## config.mk

```make
export PLATFORM = sky130hd
export DESIGN_NAME = fabric_del_tag_buf
export DESIGN_NICKNAME = d
export VERILOG_FILES = /design/src/rtl/fabric_pkg.sv /design/src/rtl/fabric_sync_fifo.sv /design/src/rtl/fabric_del_tag_buf.sv
export SDC_FILE = /design/constraint.sdc
export NUM_CORES = 1
export LEC_CHECK = 0
export BUFFER_PORTS_ARGS = -buffer_cell sky130_fd_sc_hd__buf_4
export CELL_PAD_IN_SITES_DETAIL_PLACEMENT = 0
export CELL_PAD_IN_SITES_GLOBAL_PLACEMENT = 1
export CORE_MARGIN = 5
export CORE_UTILIZATION = 51
export CTS_CLUSTER_DIAMETER = 60
export CTS_CLUSTER_SIZE = 10
export DETAILED_ROUTE_END_ITERATION = 8
export PLACE_DENSITY = 0.81
export SETUP_SLACK_MARGIN = 0.4
export SLEW_MARGIN = 25
export SYNTH_ARGS = -nofsm -noshare
export SYNTH_HDL_FRONTEND = slang
export SYNTH_HIERARCHICAL = 1
export SYNTH_SLANG_ARGS = --single-unit
```

## constraint.sdc

```tcl
create_clock -name clk -period 4 [get_ports clk]
set_input_delay 1.2 -clock clk [delete_from_list [all_inputs] [get_ports clk]]
set_output_delay 1.2 -clock clk [all_outputs]
set_load 0.03 [all_outputs]
```

## src/rtl/fabric_pkg.sv

```systemverilog
// Shared types and helpers for the fabric token path blocks.
package fabric_pkg;

  localparam int FABRIC_DATA_WIDTH = 32;
  localparam int FABRIC_TAG_WIDTH  = 4;

  typedef struct packed {
    logic [FABRIC_TAG_WIDTH-1:0]  tag;
    logic [FABRIC_DATA_WIDTH-1:0] data;
  } tagged_token_t;

  // Index width for a power-of-two depth; callers add one bit for the wrap flag.
  function automatic int clog2_pow2(input int n);
    int r;
    r = 0;
    for (int i = 0; i < 31; i++) begin
      if ((1 << i) < n) r = i + 1;
    end
    return r;
  endfunction

endpackage

```

## src/rtl/fabric_sync_fifo.sv

```systemverilog
// Synchronous FIFO with wrap-bit pointers; write visible at head one cycle later.
// Push while full and pop while empty are ignored; no bypass path.
module fabric_sync_fifo
  import fabric_pkg::*;
#(
  parameter int DEPTH = 4,
  parameter int WIDTH = 32
) (
  input  logic             clk,
  input  logic             rst,
  input  logic             push,
  input  logic             pop,
  input  logic [WIDTH-1:0] wr_data,
  output logic             full,
  output logic             empty,
  output logic [WIDTH-1:0] head
);

  localparam int AW = clog2_pow2(DEPTH);
  localparam int PW = AW + 1;

  logic [PW-1:0]    wr_ptr_q, wr_ptr_d;
  logic [PW-1:0]    rd_ptr_q, rd_ptr_d;
  logic [WIDTH-1:0] mem_q [DEPTH];
  logic [WIDTH-1:0] mem_d [DEPTH];
  logic             do_push;
  logic             do_pop;

  // Same slot on opposite laps means full; identical pointers mean empty.
  assign full    = (wr_ptr_q[AW] != rd_ptr_q[AW]) && (wr_ptr_q[AW-1:0] == rd_ptr_q[AW-1:0]);
  assign empty   = (wr_ptr_q == rd_ptr_q);
  assign do_push = push && !full;
  assign do_pop  = pop && !empty;
  assign head    = mem_q[rd_ptr_q[AW-1:0]];

  always_comb begin
    wr_ptr_d = wr_ptr_q;
    rd_ptr_d = rd_ptr_q;
    mem_d    = mem_q;
    if (do_push) begin
      mem_d[wr_ptr_q[AW-1:0]] = wr_data;
      wr_ptr_d                = wr_ptr_q + PW'(1);
    end
    if (do_pop) begin
      rd_ptr_d = rd_ptr_q + PW'(1);
    end
  end

  always_ff @(posedge clk or posedge rst) begin
    if (rst) begin
      wr_ptr_q <= '0;
      rd_ptr_q <= '0;
    end else begin
      wr_ptr_q <= wr_ptr_d;
      rd_ptr_q <= rd_ptr_d;
    end
  end

  always_ff @(posedge clk) begin
    mem_q <= mem_d;
  end

endmodule

```

## src/rtl/fabric_del_tag_buf.sv

```systemverilog
// Strips the tag from fabric tokens and buffers payloads; 1-cycle latency, no comb in->out path.
// in_ready tracks FIFO occupancy only; optional tag filter drops and counts mismatches.
module fabric_del_tag_buf
  import fabric_pkg::*;
#(
  parameter int DATA_WIDTH = FABRIC_DATA_WIDTH,
  parameter int TAG_WIDTH  = FABRIC_TAG_WIDTH,
  parameter int DEPTH      = 4,
  parameter int FILTER_EN  = 0,
  parameter int CNT_WIDTH  = 16
) (
  input  logic                          clk,
  input  logic                          rst,
  input  logic                          in_valid,
  output logic                          in_ready,
  input  logic [TAG_WIDTH+DATA_WIDTH-1:0] in_data,
  input  logic [TAG_WIDTH-1:0]          cfg_tag,
  output logic                          out_valid,
  input  logic                          out_ready,
  output logic [DATA_WIDTH-1:0]         out_data,
  output logic [CNT_WIDTH-1:0]          drop_count,
  output logic                          err_sticky,
  input  logic                          err_clr
);

  typedef struct packed {
    logic [TAG_WIDTH-1:0]  tag;
    logic [DATA_WIDTH-1:0] data;
  } tok_t;

  localparam logic [CNT_WIDTH-1:0] CNT_MAX = '1;

  tok_t                 tok;
  logic                 fifo_full;
  logic                 fifo_empty;
  logic                 accept;
  logic                 tag_ok;
  logic                 push;
  logic                 drop;
  logic                 pop;
  logic [CNT_WIDTH-1:0] drop_count_q, drop_count_d;
  logic                 err_sticky_q, err_sticky_d;

  assign tok       = tok_t'(in_data);
  // Held low during reset so upstream never sees a handshake while the buffer is being flushed.
  assign in_ready  = !fifo_full && !rst;
  assign accept    = in_valid && in_ready;
  assign tag_ok    = (FILTER_EN == 0) || (tok.tag == cfg_tag);
  assign push      = accept && tag_ok;
  assign drop      = accept && !tag_ok;
  assign out_valid = !fifo_empty;
  assign pop       = out_valid && out_ready;

  fabric_sync_fifo #(
    .DEPTH (DEPTH),
    .WIDTH (DATA_WIDTH)
  ) u_fifo (
    .clk     (clk),
    .rst     (rst),
    .push    (push),
    .pop     (pop),
    .wr_data (tok.data),
    .full    (fifo_full),
    .empty   (fifo_empty),
    .head    (out_data)
  );

  // Clear applies first so a drop in the same cycle is still recorded.
  always_comb begin
    drop_count_d = err_clr ? '0 : drop_count_q;
    err_sticky_d = err_clr ? 1'b0 : err_sticky_q;
    if (drop) begin
      if (drop_count_d != CNT_MAX) drop_count_d = drop_count_d + CNT_WIDTH'(1);
      err_sticky_d = 1'b1;
    end
  end

  always_ff @(posedge clk or posedge rst) begin
    if (rst) begin
      drop_count_q <= '0;
      err_sticky_q <= 1'b0;
    end else begin
      drop_count_q <= drop_count_d;
      err_sticky_q <= err_sticky_d;
    end
  end

  assign drop_count = drop_count_q;
  assign err_sticky = err_sticky_q;

endmodule

```

Word-level counts from Yosys, hierarchy flattened
Index checks and enable logic that the tools add are counted.
{"block": "totals", "word_cells": 32, "ramBits": 0, "mem_count": 0, "latch_bits": 0, "ff_bits": 134, "mem_bits_ro": 0, "output_inout_bits": 51}
{"block": "classes", "magnitude_cmp": 3, "n_mux": 6, "n_reduce_logical": 10, "n_bitwise": 2, "addsub": 2, "eq_ne": 3, "div": 0, "mul": 0, "shifts": 0}
{"operator": "128-bit bitwise mux", "count": 1}
{"operator": "32-bit 2-to-1 mux", "count": 3}
{"operator": "32-bit binary-select mux with 2-bit select", "count": 1}
{"operator": "32-bit demux with 2-bit select", "count": 1}
{"operator": "1-bit logical AND", "count": 7}
{"operator": "3-bit by 1-bit adder with 3-bit output, second input constant", "count": 2}
{"operator": "3-bit greater-or-equal comparator, second input constant", "count": 2}
{"operator": "2-bit NOT with 3-bit output", "count": 2}
{"operator": "3-bit equality test", "count": 1}
{"operator": "1-bit logical NOT", "count": 3}
{"operator": "3-bit by 1-bit less-than comparator with 1-bit output, second input constant", "count": 1}
{"operator": "2-bit equality test", "count": 1}
{"operator": "1-bit != test", "count": 1}

Logic depth before layout (Yosys ltp)
{"block": "logic_depth", "ltp_word": 6, "depth_mapped": 8, "depth_no_buf": 7}

Cells and area by module
The synthesis kept the hierarchy.
{"module": "fabric_sync_fifo", "instances": 1, "area_each_um2": 5094.9, "cells_per_inst": 218}
{"module": "fabric_del_tag_buf", "instances": 1, "area_each_um2": 157.7, "cells_per_inst": 22}

Worst setup path after synthesis
OpenSTA, ideal clock, no wires.
{"block": "synth_timing", "kind": "input -> register", "start": "input port rst", "end": "register u_fifo/mem_q[0] (netlist bit), enable pin", "n_path_buf": 0, "path_stages": 3, "setup_slack_ns": 0.926, "required_time_ns": 3.594, "t_arrival_ns": 2.668, "cell_sequence": "nor3b_2 > nand2_1 > a31oi_2"}
{"block": "synth_between", "elab_chain_len": 4}
{"item": "start: declaration", "line": "fabric_del_tag_buf.sv:13", "text": "input logic rst,"}
{"item": "1-bit logical NOT (no line)"}
{"item": "1-bit logical AND", "line": "fabric_del_tag_buf.sv:46", "text": "assign in_ready = !fifo_full && !rst;"}
{"item": "1-bit logical AND", "line": "fabric_del_tag_buf.sv:47", "text": "assign accept = in_valid && in_ready;"}
{"item": "1-bit logical AND", "line": "fabric_sync_fifo.sv:32", "text": "assign do_push = push && !full;"}
{"item": "end signal: assignment", "line": "fabric_sync_fifo.sv:60", "text": "mem_q <= mem_d;"}
{"item": "end: declaration", "line": "fabric_sync_fifo.sv:24", "text": "logic [WIDTH-1:0] mem_q [DEPTH];"}
Every way passes these cells.
A chain may end at the register's enable or synchronous reset.

Worst setup path in the final report
{"block": "layout_timing", "start": "register u_fifo.rd_ptr_q[0]", "end": "output port out_data[4]"}
{"block": "layout_between", "elab_chain_len": 4}
{"item": "start: declaration", "line": "fabric_sync_fifo.sv:23", "text": "logic [PW-1:0] rd_ptr_q, rd_ptr_d;"}
{"item": "start signal: assignment", "line": "fabric_sync_fifo.sv:55", "text": "rd_ptr_q <= rd_ptr_d;"}
{"item": "2-bit NOT with 3-bit output (not written as such)", "line": "fabric_sync_fifo.sv:34", "text": "assign head = mem_q[rd_ptr_q[AW-1:0]];"}
{"item": "32-bit binary-select mux with 2-bit select", "line": "fabric_sync_fifo.sv:34"}
{"item": "32-bit 2-to-1 mux (not written as such) (2 in series)", "line": "fabric_sync_fifo.sv:34"}
{"item": "end: declaration", "line": "fabric_del_tag_buf.sv:20", "text": "output logic [DATA_WIDTH-1:0] out_data,"}
Every way passes these cells. The select of a mux whose other input is x is not followed.

==> results.sh <==
export IMPL_cts_buffer_depth=2
export IMPL_internal_power_mw=3.40
export IMPL_postCtsSetupRepairBufs=0
export IMPL_finalCriticalPeriod_ns=3.39
export IMPL_vias=2466
export IMPL_pwr_share_comb=0.328
export IMPL_grt_max_degree=25
export IMPL_start_kind="register"
export IMPL_min_path_type="reg -> reg"
export IMPL_nets=380
export IMPL_cts_tree="built"
export IMPL_crit_family="flip-flops"
export IMPL_cts_sinks=134
export IMPL_track_usage=0.158
export IMPL_final_common_cell="edfxtp_1"
export IMPL_period_share=0.848
export IMPL_p_leak_nw=2.31
export IMPL_grt_pass1_wl_um=14600
export IMPL_clkTransAtPathRegs_ns=0.06
export IMPL_crit_arrival_ns=2.19
export IMPL_core_mm2=0.0102
export IMPL_synthTopCellsByArea="edfxtp_1 73%, mux4_2 14%, buf_4 3.1%, dfrtp_1 2.9%, ha_1 1.2%"
export IMPL_cts_root_buffer="clkbuf_8"
export IMPL_ctsHoldBuffers=0
export IMPL_worst_slew_pin_slew_ns=0.655
export IMPL_final_cell_mix="128 x edfxtp_1, 79 x buf_4, 32 x mux4_2"
export IMPL_worstHoldStart="u_fifo/wr_ptr_q[2]"
export IMPL_tns_ns=0
export IMPL_seqPwrFrac=0.373
export IMPL_drive_above_1_share=0.444
export IMPL_status="finished, final reports clean"
export IMPL_cp_num_buf_inv=2
export IMPL_grt_pass1_vias=2692
export IMPL_htreeDepth=4
export IMPL_antenna_left=0
export IMPL_p_clk_frac=0.299
export IMPL_grt_antenna_before_repair=0
export IMPL_clock_latency_ns=0.50
export IMPL_syn_inst=240
export IMPL_syn_cell_area_mm2=0.00525
export IMPL_ys_warn_count=6
export IMPL_rsz0062_at_grt="false"
export IMPL_clock_skew_ns=0.00858
export IMPL_vias_per_cell=5.16
export IMPL_drcViolationCount=0
export IMPL_gr_total_overflow=0
export IMPL_slew_violations=0
export IMPL_syn_avg_cell_area_um2=21.9
export IMPL_io_buffers=69
export IMPL_drtIter0Drc=95
export IMPL_maxSlewHeadroom=0.563
export IMPL_end_kind="primary output"
export IMPL_yosysSeqAreaShare=0.760
export IMPL_ir_drop_uv=426
export IMPL_synth_seq_cells=134
export IMPL_gp_congestion=0.763
export IMPL_drv_cap=0
export IMPL_area_delta_synth_final_pct=24.1
export IMPL_die_w_um=111
export IMPL_hold_violations=0
export IMPL_firstDrtPassIters=4
export IMPL_p_sw_mw=1.67
export IMPL_die_h_um=111
export IMPL_routed_wl_um=9270
export IMPL_path_cells="buf_6 -> mux4_2 -> buf_4"
export IMPL_hpwl_um=5830
export IMPL_slowest_delay_ns=0.63
export IMPL_ioPinCount=96
export IMPL_cpMaxStageDelayCell="dfrtp_4"
export IMPL_yosysTopAreaCell="edfxtp_1"
export IMPL_critical_path_required_ns=2.80
export IMPL_wire_per_inst_um=19.4
export IMPL_rows=37
export IMPL_yosysUniqueCellTypes=26
export IMPL_cts_made_buffers=17
export IMPL_crit_reg2reg_launch="u_fifo/rd_ptr_q[1]"
export IMPL_die_area_mm2=0.0124
export IMPL_synth_top_area_frac=0.732
export IMPL_power_density_mw_per_mm2=778
export IMPL_fmax_mhz=295
export IMPL_crit_type="reg -> out"
export IMPL_setup_viol=0
export IMPL_total_power_mw=5.07
export IMPL_path_max_fanout=15
export IMPL_start_util=0.516
export IMPL_p_sw_frac=0.330
export IMPL_cp_startpoint="u_fifo/rd_ptr_q[0]"
export IMPL_finalInstanceArea_mm2=0.00652
export IMPL_dpl_instance_area_mm2=0.00592
export IMPL_num_antenna_cells=0
## final cells by class
class	count	area, um^2
Tap cell	136	170
Sequential cell	134	4000
Timing Repair Buffer	80	604
Inverter	6	22.5
Fill cell	724	3670
Multi-Input combinational cell	91	1130
Clock inverter	14	178
Clock buffer	17	414
## power groups by stage
| stage | combinational (mW) | sequential, mW | clock [mW] |
|---|---|---|---|
| floorplan | 1.23 | 1.82 | 0 |
| global placement | 1.67 | 1.90 | 0 |
| CTS | 1.69 | 1.90 | 1.55 |
| detailed placement | 1.67 | 1.92 | 0 |
| global route | 1.78 | 1.91 | 1.62 |
| finish | 1.66 | 1.89 | 1.52 |
## state kept, by name, summed over array words and instances, names as in the netlist
register,count
u_fifo/mem_q,128
u_fifo/wr_ptr_q,3
u_fifo/rd_ptr_q,3
## per-stage QoR
stage                     hold WS [ns]   util  setup WS [ns]  instances
after floorplan                  0.544      -          0.926        256
after global placement           0.575  0.581          0.894        447
after detailed placement         0.584  0.581          0.883        447
after CTS                        0.600  0.640          0.439        478
after global routing             0.623  0.640          0.492        478
final                            0.589  0.640          0.609        478
## worst paths after layout
| kind | endpoint | slack (ns) | cells after the start |
|---|---|---|---|
| max | out_data[4] | 0.61 | 3 |
| min | u_fifo/wr_ptr_q[2] | 0.59 | 1 |
| max reg2reg | u_fifo/mem_q[89] | 1.06 | 6 |
| min reg2reg | u_fifo/wr_ptr_q[2] | 0.59 | 1 |
| max in group asynchronous | u_fifo/rd_ptr_q[0] | 3.10 | 2 |
| min in group asynchronous | u_fifo/wr_ptr_q[0] | 0.65 | 2 |
## synth_stat cells
cell type / count
edfxtp_1: 128
mux4_2: 32
buf_4: 22
dfrtp_1: 6
inv_1: 6
ha_1: 5
a21oi_1: 4
nand2_1: 4
o31ai_1: 4
xnor2_1: 4
and3_1: 3
xor2_1: 3
a211oi_1: 2
buf_2: 2
nand2b_1: 2
nand3_1: 2
nor2_1: 2
a211o_1: 1
a31oi_2: 1
clkbuf_1: 1
conb_1: 1
nor2b_1: 1
nor3b_2: 1
o211ai_1: 1
xnor2_2: 1
xor2_2: 1
## layer usage
metal / GRT usage / wire length [um] / vias to the layer above
met1: 0.192 / 3600 / 1256
met2: 0.266 / 4940 / 78
met3: 0.0516 / 637 / 9
met4: 0.0584 / 89 / 0
li1: - / - / 1123
met5: 0 / 0 / -
## what timing repair did
item	in CTS	in global routing
endpoints found under the setup margin	14	6
resized for setup	1	1
pin swaps	0	0
## cell families (layout without fill, tap and decap cells)
logic type / count (synthesis) / after routing / share of synthesized area
other: 1 / 17 / 0.000714
adders and majority gates: 5 / 5 / 0.0119
AOI/OAI and AO/OA: 13 / 13 / 0.0179
xor gates and xnor gates: 9 / 9 / 0.0179
buffers and inverters: 31 / 117 / 0.0384
and+or+nand+nor: 15 / 15 / 0.0157
muxes: 32 / 32 / 0.137
DFF: 134 / 134 / 0.760
Power figures use the tool's default switching activity.
